File: src/rtl/collision_arbiter.sv
// Game-state stage: per-frame bounding-box collision, lives, score and freeze/flash/game-over control.
// Optional high-score tracking is enabled by defining COLLIDE_HIGH_SCORE_EN.
module collision_arbiter #(
  parameter int unsigned CarW      = 32,
  parameter int unsigned CarH      = 64,
  parameter int unsigned RivalW    = 32,
  parameter int unsigned RivalH    = 64,
  parameter int unsigned Lives     = 3,
  parameter int unsigned HitFrames = 60,
  parameter int unsigned ScoreW    = 14
) (
  input  logic              clk_i,
  input  logic              rst_ni,
  input  logic              frame_tick_i,
  input  logic [9:0]        car_x_i,
  input  logic [9:0]        car_y_i,
  input  logic [9:0]        rival_x_i,
  input  logic [9:0]        rival_y_i,
  input  logic              rival_respawn_i,
  input  logic              restart_i,
  output logic              collision_o,
  output logic              hit_pulse_o,
  output logic              freeze_o,
  output logic              flash_o,
  output logic              game_over_o,
  output logic [1:0]        lives_o,
  output logic [ScoreW-1:0] score_o,
  output logic [ScoreW-1:0] high_score_o
);

  // Counter must reach bit 3 for the flash cadence even for short hit windows.
  localparam int unsigned CntW = ($clog2(HitFrames) > 4) ? $clog2(HitFrames) : 4;
  localparam logic [CntW-1:0] HitLast   = CntW'(HitFrames - 1);
  localparam logic [1:0]      LivesInit = 2'(Lives);

  typedef enum logic [1:0] {StPlay, StHit, StOver} state_e;

  logic [9:0]        cx_q, cy_q, rx_q, ry_q;
  logic              smp_vld_q, ovl_vld_q, ovl_q, overlap;
  logic              collision_q, hit_pulse_q, hit_pulse_d;
  state_e            state_q, state_d;
  logic [1:0]        lives_q, lives_d;
  logic [ScoreW-1:0] score_q, score_d;
  logic [CntW-1:0]   hit_cnt_q, hit_cnt_d;

  // Stage 1: sample coordinates on frame_tick.
  always_ff @(posedge clk_i or negedge rst_ni) begin
    if (!rst_ni) begin
      smp_vld_q <= 1'b0;
      cx_q      <= '0;
      cy_q      <= '0;
      rx_q      <= '0;
      ry_q      <= '0;
    end else if (restart_i) begin
      smp_vld_q <= 1'b0;
    end else begin
      smp_vld_q <= frame_tick_i;
      if (frame_tick_i) begin
        cx_q <= car_x_i;
        cy_q <= car_y_i;
        rx_q <= rival_x_i;
        ry_q <= rival_y_i;
      end
    end
  end

  // Strict compares: boxes that only share an edge do not collide.
  assign overlap = ({1'b0, cx_q} < ({1'b0, rx_q} + 11'(RivalW))) &&
                   ({1'b0, rx_q} < ({1'b0, cx_q} + 11'(CarW)))   &&
                   ({1'b0, cy_q} < ({1'b0, ry_q} + 11'(RivalH))) &&
                   ({1'b0, ry_q} < ({1'b0, cy_q} + 11'(CarH)));

  // Stages 2 and 3: registered overlap, then the visible collision flag.
  always_ff @(posedge clk_i or negedge rst_ni) begin
    if (!rst_ni) begin
      ovl_vld_q   <= 1'b0;
      ovl_q       <= 1'b0;
      collision_q <= 1'b0;
    end else if (restart_i) begin
      ovl_vld_q   <= 1'b0;
      collision_q <= 1'b0;
    end else begin
      ovl_vld_q <= smp_vld_q;
      if (smp_vld_q) ovl_q <= overlap;
      if (ovl_vld_q) collision_q <= ovl_q;
    end
  end

`ifdef COLLIDE_HIGH_SCORE_EN
  logic [ScoreW-1:0] high_score_q, high_score_d;
`endif

  always_comb begin
    state_d     = state_q;
    lives_d     = lives_q;
    score_d     = score_q;
    hit_cnt_d   = hit_cnt_q;
    hit_pulse_d = 1'b0;
`ifdef COLLIDE_HIGH_SCORE_EN
    high_score_d = high_score_q;
`endif
    if (restart_i) begin
      state_d   = StPlay;
      lives_d   = LivesInit;
      score_d   = '0;
      hit_cnt_d = '0;
    end else begin
      unique case (state_q)
        StPlay: begin
          // A hit in the same cycle as a respawn suppresses the score increment.
          if (ovl_vld_q && ovl_q) begin
            lives_d     = lives_q - 2'd1;
            hit_pulse_d = 1'b1;
            hit_cnt_d   = '0;
            state_d     = (lives_d == 2'd0) ? StOver : StHit;
`ifdef COLLIDE_HIGH_SCORE_EN
            if (lives_d == 2'd0 && score_q > high_score_q) high_score_d = score_q;
`endif
          end else if (rival_respawn_i && (score_q != '1)) begin
            score_d = score_q + ScoreW'(1);
          end
        end
        StHit: begin
          if (frame_tick_i) begin
            hit_cnt_d = hit_cnt_q + CntW'(1);
            if (hit_cnt_q == HitLast) state_d = StPlay;
          end
        end
        StOver: ;
        default: state_d = StPlay;
      endcase
    end
  end

  always_ff @(posedge clk_i or negedge rst_ni) begin
    if (!rst_ni) begin
      state_q     <= StPlay;
      lives_q     <= LivesInit;
      score_q     <= '0;
      hit_cnt_q   <= '0;
      hit_pulse_q <= 1'b0;
    end else begin
      state_q     <= state_d;
      lives_q     <= lives_d;
      score_q     <= score_d;
      hit_cnt_q   <= hit_cnt_d;
      hit_pulse_q <= hit_pulse_d;
    end
  end

`ifdef COLLIDE_HIGH_SCORE_EN
  always_ff @(posedge clk_i or negedge rst_ni) begin
    if (!rst_ni) high_score_q <= '0;
    else         high_score_q <= high_score_d;
  end
  assign high_score_o = high_score_q;
`else
  assign high_score_o = '0;
`endif

  assign collision_o = collision_q;
  assign hit_pulse_o = hit_pulse_q;
  assign freeze_o    = (state_q != StPlay);
  assign flash_o     = (state_q == StHit) && hit_cnt_q[3];
  assign game_over_o = (state_q == StOver);
  assign lives_o     = lives_q;
  assign score_o     = score_q;

endmodule

File: config.mk
export PLATFORM = sky130hd
export DESIGN_NAME = collision_arbiter
export DESIGN_NICKNAME = d
export VERILOG_FILES = /design/src/rtl/collision_arbiter.sv
export SDC_FILE = /design/constraint.sdc
export NUM_CORES = 1
export LEC_CHECK = 0
export BUFFER_PORTS_ARGS = -buffer_cell sky130_fd_sc_hd__buf_4
export CORE_ASPECT_RATIO = 0.6
export CORE_MARGIN = 2
export CORE_UTILIZATION = 35
export CTS_BUF_LIST = sky130_fd_sc_hd__clkbuf_8 sky130_fd_sc_hd__clkbuf_16
export CTS_CLUSTER_DIAMETER = 60
export DETAILED_ROUTE_END_ITERATION = 10
export SYNTH_ARGS = -nofsm -noshare
export SYNTH_HDL_FRONTEND = slang
export SYNTH_SLANG_ARGS = --single-unit
export TNS_END_PERCENT = 30
File: constraint.sdc
create_clock -name clk_i -period 2.28 [get_ports clk_i]
set_input_delay 0.228 -clock clk_i [delete_from_list [all_inputs] [get_ports clk_i]]
set_output_delay 0.228 -clock clk_i [all_outputs]
set_load 0.01 [all_outputs]
* Word-level counts from Yosys, hierarchy flattened
Cells that the tools add are included.
** Cells by class
- Equal/unequal tests :: 9
- Bitwise logic cells :: 1
- Shift operators :: 0
- Muxes and demuxes :: 24
- $add $sub $neg :: 7
- Divide/modulo/power cells :: 0
- Reduce and logical (&&, ||, !) cells :: 20
- Order comparisons :: 4
- Multipliers :: 0
** Operator list (number)
- $mux 14 :: 4
- $lt 10x11->1 :: 4
- $add 10x6->11 const B :: 2
- $add 10x7->11 const B :: 2
- $mux 6 :: 3
- $mux 2 :: 8
- $add 14x1->14 const B :: 1
- $ne 14x14->1 const B :: 1
- $pmux 6 s2 :: 1
- $reduce_bool 2->1 :: 5
- $ne 3x3->1 const B :: 3
- $mux 1 :: 7
- $add 6x1->6 const B :: 1
- $eq 6x6->1 const B :: 1
- $logic_and 1x1->1 :: 6
- $pmux 2 s3 :: 1
- $reduce_and 2->1 :: 3
- $reduce_and 3->1 :: 2
- $logic_not 2->1 :: 2
- $ne 2x2->1 const B :: 2
- $reduce_and 4->1 :: 1
- $reduce_bool 3->1 :: 1
- $eq 2x1->1 const B :: 1
- $eq 2x2->1 const B :: 1
- 2 further kinds :: 2
** Storage, ports and cells
- RAM bits :: 0
- ROM bits :: 0
- Memories kept :: 0
- Register bits :: 69
- Bits in latches :: 0

* Longest topological paths before layout
Gate-level depths: netlist (run 1).
- Word-level depth :: 6
- Depth in mapped cells :: 8
- Gate-level depth less buffers :: 8

* Least setup slack after synthesis (run 1)
Ideal clock, no wire load.
- Path kind :: register to register
- Start point :: register ry_q[6]
- End point :: register ovl_q
- Setup time :: 110 ps
- Slack :: -70 ps
- Data arrival time :: 2240 ps
- Data required time :: 2170 ps
- Clock period less this slack :: 2350 ps
- Cell stages (with the launch flop) :: 9
- Cell sequence :: dfrtp_1 ha_1 xnor2_1 ha_1 a21o_1 a21oi_1 a31oi_4 or4_1 o41ai_1
** On the way
- Cells in the longest elaborated chain, start to end :: 4
- Elaborated cells between the ends (all ways) :: 5
- Classes of those cells :: add/sub (1); order compare (2); reduce/logical (2)
** RTL lines
- start, declared :: RTL line 38 : logic [9:0] cx_q, cy_q, rx_q, ry_q;
- start signal, assigned :: RTL line 62 : ry_q <= rival_y_i;
- $add 10x7->11 :: RTL line 70 : ({1'b0, cy_q} < ({1'b0, ry_q} + 11'(RivalH))) &&
- $lt 10x11->1 :: RTL line 70
- $logic_and 1x1->1 :: RTL line 69 : ({1'b0, rx_q} < ({1'b0, cx_q} + 11'(CarW))) &&
- $logic_and 1x1->1 (*) :: RTL line 70
- end signal, assigned :: RTL line 84 : if (smp_vld_q) ovl_q <= overlap;
- end, declared :: RTL line 39 : logic smp_vld_q, ovl_vld_q, ovl_q, overlap;
Mark *: on every way between the ends. The rest lies on a longest branch, timed or not.
A chain may end at the register's enable or synchronous reset.

* Worst setup path in the final report (run 1)
- Start point :: register cy_q[6]
- End point :: register ovl_q
** On the way
- Cells in the longest elaborated chain, start to end :: 3
- Elaborated cells between the ends (all ways) :: 5
- Classes of those cells :: add/sub (1); order compare (2); reduce/logical (2)
** RTL lines
- start, declared :: RTL line 38
- start signal, assigned :: RTL line 60 : cy_q <= car_y_i;
- $add 10x7->11 / $lt 10x11->1 (equally long branches) :: RTL line 71, 70
- $lt 10x11->1 / $logic_and 1x1->1 (equally long branches) :: RTL line 71, 69
- $logic_and 1x1->1 (*) :: RTL line 70
Marks and branches as above.

==> results of run 1 <==
## placed cells by master, fill, tap and decap left out, drive strengths merged, types with 3 or more instances in the layout
| cell type | n |
|---|---|
| nand2b | 3 |
| nor2 | 19 |
| clkbuf | 11 |
| inv | 29 |
| and4 | 3 |
| a21oi | 19 |
| xor2 | 9 |
| nor3 | 9 |
| buf | 80 |
| a2111oi | 8 |
| xnor2 | 19 |
| nor2b | 7 |
| nand3 | 20 |
| dfrtp | 67 |
| a211oi | 3 |
| nand2 | 28 |
| o21ai | 29 |
| ha | 41 |
| nand4 | 5 |
| mux2 | 23 |
| and3 | 7 |
| conb | 14 |
## flip-flops by register name (all words and copies together) (netlist names)
| name | flops |
|---|---|
| smp_vld_q | 1 |
| ovl_q | 1 |
| collision_o | 1 |
| hit_cnt_q | 6 |
| lives_o | 2 |
| cx_q | 10 |
| score_o | 14 |
| rx_q | 10 |
| ry_q | 10 |
| hit_pulse_o | 1 |
| state_q | 2 |
| cy_q | 10 |
| ovl_vld_q | 1 |
## power groups by stage
stage | logic [mW] | clock network (mW) | registers (mW)
final | 0.884 | 1.52 | 1.46
after detailed placement | 0.864 | 0 | 1.47
after CTS | 0.878 | 1.57 | 1.45
after global routing | 1.02 | 1.62 | 1.47
after global placement | 0.850 | 0 | 1.47
after floorplan | 0.567 | 0 | 1.46
## through the flow
| stage | TNS (ns) | std cells |
|---|---|---|
| 2_1_floorplan | 0 | 414 |
| 5_1_grt | -0.0285 | 641 |
| 4_1_cts | 0 | 641 |
| 6_report | 0 | 641 |
| 3_3_place_gp | -0.0283 | 625 |
| 3_5_place_dp | -0.102 | 625 |
## area by class of cell
| cell class | count | area, um^2 |
|---|---|---|
| Clock buffer | 11 | 253 |
| Clock inverter | 5 | 75.1 |
| Fill cell | 1095 | 6190 |
| Inverter | 27 | 101 |
| Multi-Input combinational cell | 289 | 2180 |
| Sequential cell | 69 | 1730 |
| Tap cell | 160 | 200 |
| Timing Repair Buffer | 80 | 613 |
## timing repair
item,CTS,global route
resized for setup,2,4
endpoints found under the setup margin,1,1
pin swaps,1,1
## cell families (layout without fill, tap and decap cells)
family | after synthesis | count (layout)
xor gates and xnor gates | 28 | 28
other | 1 | 14
buffers and inverters | 56 | 123
AOI/OAI and AO/OA | 74 | 74
muxes | 24 | 24
and+or+nand+nor | 108 | 108
adders and majority gates | 41 | 41
DFF | 69 | 69
## how the worst min path moves through the flow
stage | from | endpoint | cells after the start
2_1_floorplan | rst_ni | collision_o$_DFFE_PN0P_ | 0
3_3_place_gp | rst_ni | rx_q[0]$_DFFE_PN0P_ | 1
4_1_cts | rst_ni | cx_q[0]$_DFFE_PN0P_ | 1
5_1_grt | rival_y_i[2] | ry_q[2]$_DFFE_PN0P_ | 3
3_5_place_dp | rst_ni | cx_q[0]$_DFFE_PN0P_ | 1
6_report | rst_ni | cx_q[0]$_DFFE_PN0P_ | 1
## cells in the mapped netlist (2+ instances only)
cell       number
xnor2_1        19
o21ai_0        28
ha_1           41
xor2_1          9
and4_1          3
nand2b_1        3
buf_2           2
a21oi_1        19
and3_1          7
a211oi_1        3
and3b_1         2
nor3_1          9
clkbuf_1       11
dfrtp_1        67
mux2_2         23
nand4_1         5
nand2_1        28
a2111oi_2       6
a21o_1          2
a22o_1          2
inv_1          27
nor2b_1         7
nand3_1        19
buf_4          15
dfstp_2         2
nor2_1         19
## routing by layer
metal | global-route usage [%] | wire (um) | up-vias
met5 | 0 | 0 | -
met4 | 5.35 | 107 | 0
met3 | 4.76 | 446 | 9
met2 | 20.1 | 3370 | 64
met1 | 23.2 | 4790 | 1454
li1 | - | - | 1535
==> impl_results.md, run 1 <==
- DR vias: 3062
- Die W: 144 um
- VDD IR-drop max: 0.000385 V
- Detailed-router iteration count before antenna repair: 4
- Worst slew pin tran: 0.888 ns
- P&R area growth vs syn: 25.8%
- Number of global-route vias before repair: 3015
- Clk pwr share: 39.4%
- Startpoint Class: flip-flop
- Nets: 562
- Setup slack at placement: -0.102 ns
- CP top delay family: compound AO/OA/AOI/OAI gates
- Max-slew violations: 0
- IO buf count: 65
- DRT Wirelength: 8.71 mm
- Clock sinks: 69
- Ratio of cells with drive above 1 in the final layout: 28.5%
- Unique cell type count in the Yosys netlist: 49
- Slowest stage delay, CP: 0.53 ns
- Hold WC Path Type: in -> async
- Die Y: 87.8 um
- Initial core utilization: 36.1%
- Synth Instances: 401
- EDFF count, synth: 0
- CTS max path bufs: 2
- # Post-CTS Setup Buffers: 0
- Max_cap viols: 0
- Fin util: 45.4%
- Net switching power: 1.07 mW
- Skew final: 0.00474 ns
- Crit. path cell count: 8
- DPL Wire Length: 6.51 mm
- Main flop type after synthesis: dfrtp_1
- Final Wtd Congestion: 0.787
- Yosys top cell by area: dfrtp_1
- Root buf cell: clkbuf_16
- Fin crit period: 2.22 ns
- Multiplexer area fraction after synthesis: 6.57%
- Cell row count: 30
- Simple-gate share of the synthesized area: 13.6%
- YS warnings: 0
- ANT cells: 0
- Drt initial violations: 174
- Main combinational cell family by area after synthesis: simple AND/OR/NAND/NOR gates
- Post-route DRC: 0
- Setup crit end kind: flip-flop
- Largest net degree at the start of global routing: 70
- Total CTS buffers: 9
- Net Sw Frac: 27.7%
- DR vias/cell: 4.78
- Outcome: finished, final reports clean
- Sequential area share after synthesis: 42.3%
- Combinational share of power: 22.9%
- Worst-Skew Late Latency: 0.33 ns
- Final Hold Viols: 0
- Pwr dens: 750 nW/um^2
- Max FO, Critical Path: 2
- Area of the core: 11300 um^2
- Final setup vio count: 0
- Crit path launch: cy_q[6]$_DFFE_PN0P_
- Fin Hold WS: 0.0159 ns
- R2R depth: 8
- Post-synthesis register bit count: 69
- Cell Area, Placed: 4800 um^2
- Initial antenna violation count: 0
- R2R Path Start: cy_q[6]$_DFFE_PN0P_
- Total gr overflow: 0
- Crit path required time: 2.52 ns
- Sequential power share: 37.7%
- Worst path bufs/invs: 0
- CTS tree: done
- Antenna Nets Post-Route: 0
- Fraction of registers with async set/reset: 100%
- Crit path DAT: 2.46 ns
- Relative slew slack: 40.8%
- Crit Path Category: reg -> reg
- Reg2Reg Setup Slack: 0.06 ns
- Design area: 5150 um^2
- GRT Total Usage: 15.3%
- CP cell instances: ha_2 > xnor2_1 > ha_1 > a21o_1 > a21oi_2 > o22ai_1 > or4_1 > o41ai_2
- Synth Area in Compound Gates: 12.4%
- Yosys top cell area share: 41.0%
- RSZ-0062 raised after global routing: yes
- H-tree depth: 3
- # IOs: 80
- CP max stage cell: or4_1
- Global-route wire length before repair: 14.9 mm
- Synth Area in XOR/XNOR: 5.99%
- Int Power: 2.79 mW
- Crit path capture: ovl_q$_DFFE_PN0P_
- Synthesized area: 4090 um^2
- Slack of the critical path: 0.0596 ns
- Hold-fix buffers, CTS: 0
- Tcrit/Tclk final: 97.4%
- Power Total: 3.86 mW
- Synth Area in Adders: 12.5%
- Avg WL per Cell: 13.6 um
- Avg Inst Size Synth: 10.2 um^2
- Synth area leaders: dfrtp_1 (41%), ha_1 (13%), mux2_2 (6.3%)
- CTS clk-pin slew, worst paths: 0.06 ns
- Leak: 2.40 nW
- R2R Path End: ovl_q$_DFFE_PN0P_
- Fmax: 450 MHz
- Die area: 12600 um^2
(Power assumes the default switching activity.)
==> inputs of run 2 (changes only) <==
Clock period 2.28 ns to 2.6 ns, I/O delays scaled along.
==> impl_results.md, run 2 (synthesized netlist as in run 1, its figures left out) <==
- CTS max path bufs: 2 (unchanged)
- Clock sinks: 69 (unchanged)
- DR vias: 3045 (was 3062)
- Clk pwr share: 37.9% (was 39.4%)
- Skew final: 0.00695 ns (was 0.00474 ns)
- Max_cap viols: 0 (unchanged)
- Ratio of cells with drive above 1 in the final layout: 25.4% (was 28.5%)
- H-tree depth: 3 (unchanged)
- Die Y: 87.8 um (unchanged)
- Most frequent cells in the layout: dfrtp_1 (67), buf_4 (67), ha_1 (40), inv_1 (30) (was buf_4 (79), dfrtp_1 (67), ha_1 (39), inv_1 (29), nand2_1 (28))
- Sequential power share: 40.3% (was 37.7%)
- Post-route DRC: 0 (unchanged)
- Final Wtd Congestion: 0.807 (was 0.787)
- Avg WL per Cell: 14.0 um (was 13.6 um)
- Fin crit period: 2.47 ns (was 2.22 ns)
- Startpoint Class: flip-flop (unchanged)
- Final setup vio count: 0 (unchanged)
- GRT Total Usage: 15.2% (was 15.3%)
- IO buf count: 65 (unchanged)
- Reg2Reg Setup Slack: 0.13 ns (was 0.06 ns)
- P&R area growth vs syn: 22.0% (was 25.8%)
- Total gr overflow: 0 (unchanged)
- Initial antenna violation count: 0 (unchanged)
- DR vias/cell: 4.85 (was 4.78)
- Max FFs per register: 14 (unchanged)
- Largest net degree at the start of global routing: 70 (unchanged)
- Worst slew pin tran: 0.897 ns (was 0.888 ns)
- Drt initial violations: 104 (was 174)
- Total CTS buffers: 9 (unchanged)
- Worst-Skew Late Latency: 0.34 ns (was 0.33 ns)
- Crit path DAT: 2.70 ns (was 2.46 ns)
- Fin Hold WS: 0.0426 ns (was 0.0159 ns)
- Leak: 2.32 nW (was 2.40 nW)
- Crit Path Category: reg -> reg (unchanged)
- Cell row count: 30 (unchanged)
- Relative slew slack: 40.2% (was 40.8%)
- CTS clk-pin slew, worst paths: 0.06 ns (about the same)
- Root buf cell: clkbuf_16 (unchanged)
- Hold WC Path Type: in -> async (unchanged)
- Area of the core: 11300 um^2 (unchanged)
- ANT cells: 0 (unchanged)
- CTS tree: done (unchanged)
- Max FO, Critical Path: 4 (was 2)
- Outcome: finished, final reports clean (unchanged)
- Global-route wire length before repair: 15.0 mm (was 14.9 mm)
- Hold-fix buffers, CTS: 0 (unchanged)
- Placed Cells: 612 (was 625)
- DRT Wirelength: 8.77 mm (was 8.71 mm)
- Net Sw Frac: 29.2% (was 27.7%)
- Int Power: 2.27 mW (was 2.79 mW)
- Setup crit end kind: flip-flop (unchanged)
- Tcrit/Tclk final: 95.0% (was 97.4%)
- Detailed-router iteration count before antenna repair: 4 (unchanged)
- Antenna Nets Post-Route: 0 (unchanged)
- # Post-CTS Setup Buffers: 0 (unchanged)
- Post_cts resized: 0 (was 2)
- Combinational share of power: 21.9% (was 22.9%)
- DPL Wire Length: 6.46 mm (was 6.51 mm)
- Die W: 144 um (unchanged)
- Final non-filler cell total: 628 (was 641)
- Fmax: 405 MHz (was 450 MHz)
- Pwr dens: 643 nW/um^2 (was 750 nW/um^2)
- Final Hold Viols: 0 (unchanged)
- Crit path required time: 2.83 ns (was 2.52 ns)
- # IOs: 80 (unchanged)
- Die area: 12600 um^2 (unchanged)
- Max-slew violations: 0 (unchanged)
- VDD IR-drop max: 0.000383 V (was 0.000385 V)
- Number of global-route vias before repair: 3042 (was 3015)
- Net switching power: 0.938 mW (was 1.07 mW)
- Nets: 549 (was 562)
- Initial core utilization: 36.1% (unchanged)
-- run 2: final timing paths --
check,startpoint,endpoint,depth (start not counted)
min in group clk_i,rival_y_i[2],ry_q[2]$_DFFE_PN0P_,3
worst max register to register,cy_q[6]$_DFFE_PN0P_,ovl_q$_DFFE_PN0P_,8
max in group asynchronous,rst_ni,cy_q[8]$_DFFE_PN0P_,1
worst min-delay path,rst_ni,cx_q[8]$_DFFE_PN0P_,1
worst min register to register,smp_vld_q$_DFF_PN0_,ovl_vld_q$_DFF_PN0_,1
worst max-delay path,cy_q[6]$_DFFE_PN0P_,ovl_q$_DFFE_PN0P_,8
-- run 2: stage by stage --
stage / setup WS [ns] / instance area (um^2) / power (mW) / util, % / setup TNS [ns]
global route: -0.0189 / 4990 / 3.43 / 44.1 / -0.0189
CTS: 0.0378 / 4980 / 3.24 / 43.9 / 0
finish: 0.131 / 4990 / 3.21 / 44.1 / 0
detailed placement: 0.0799 / 4680 / 2.00 / 41.3 / 0
global placement: 0.160 / 4680 / 1.97 / 41.3 / 0
floorplan: 0.250 / 4140 / 1.77 / - / 0
-- run 2: power by group through the flow --
stage	registers [mW]	logic [mW]	clock network (mW)
5_1_grt	1.31	0.810	1.31
3_3_place_gp	1.30	0.670	0
2_1_floorplan	1.28	0.491	0
4_1_cts	1.29	0.696	1.25
3_5_place_dp	1.31	0.691	0
6_report	1.29	0.702	1.22
-- run 2: layout make-up --
class                      count  area (um^2)
multi-input combinational    289         2160
clock buffer                  10          239
timing repair buffer          67          503
fill                        1127         6340
sequential                    69         1730
inverter                      27          101
tap                          160          200
clock inverter                 6         56.3
-- run 2: critical path: stages (launching register included) --
cell and delay [ns]:
dfrtp_1 0.42, ha_1 0.24, xnor2_1 0.18, ha_1 0.28
a21o_1 0.17, a21oi_1 0.15, o22ai_1 0.08, or4_1 0.54
o41ai_2 0.30
-- run 2: layer usage --
metal  wire (um)  global-route usage, %  vias to the layer above
li1            -                      -                     1502
met1        4620                   22.1                     1476
met2        3590                   21.7                       59
met3         465                   5.03                        8
met4          89                   4.28                        0
met5           0                      0                        -
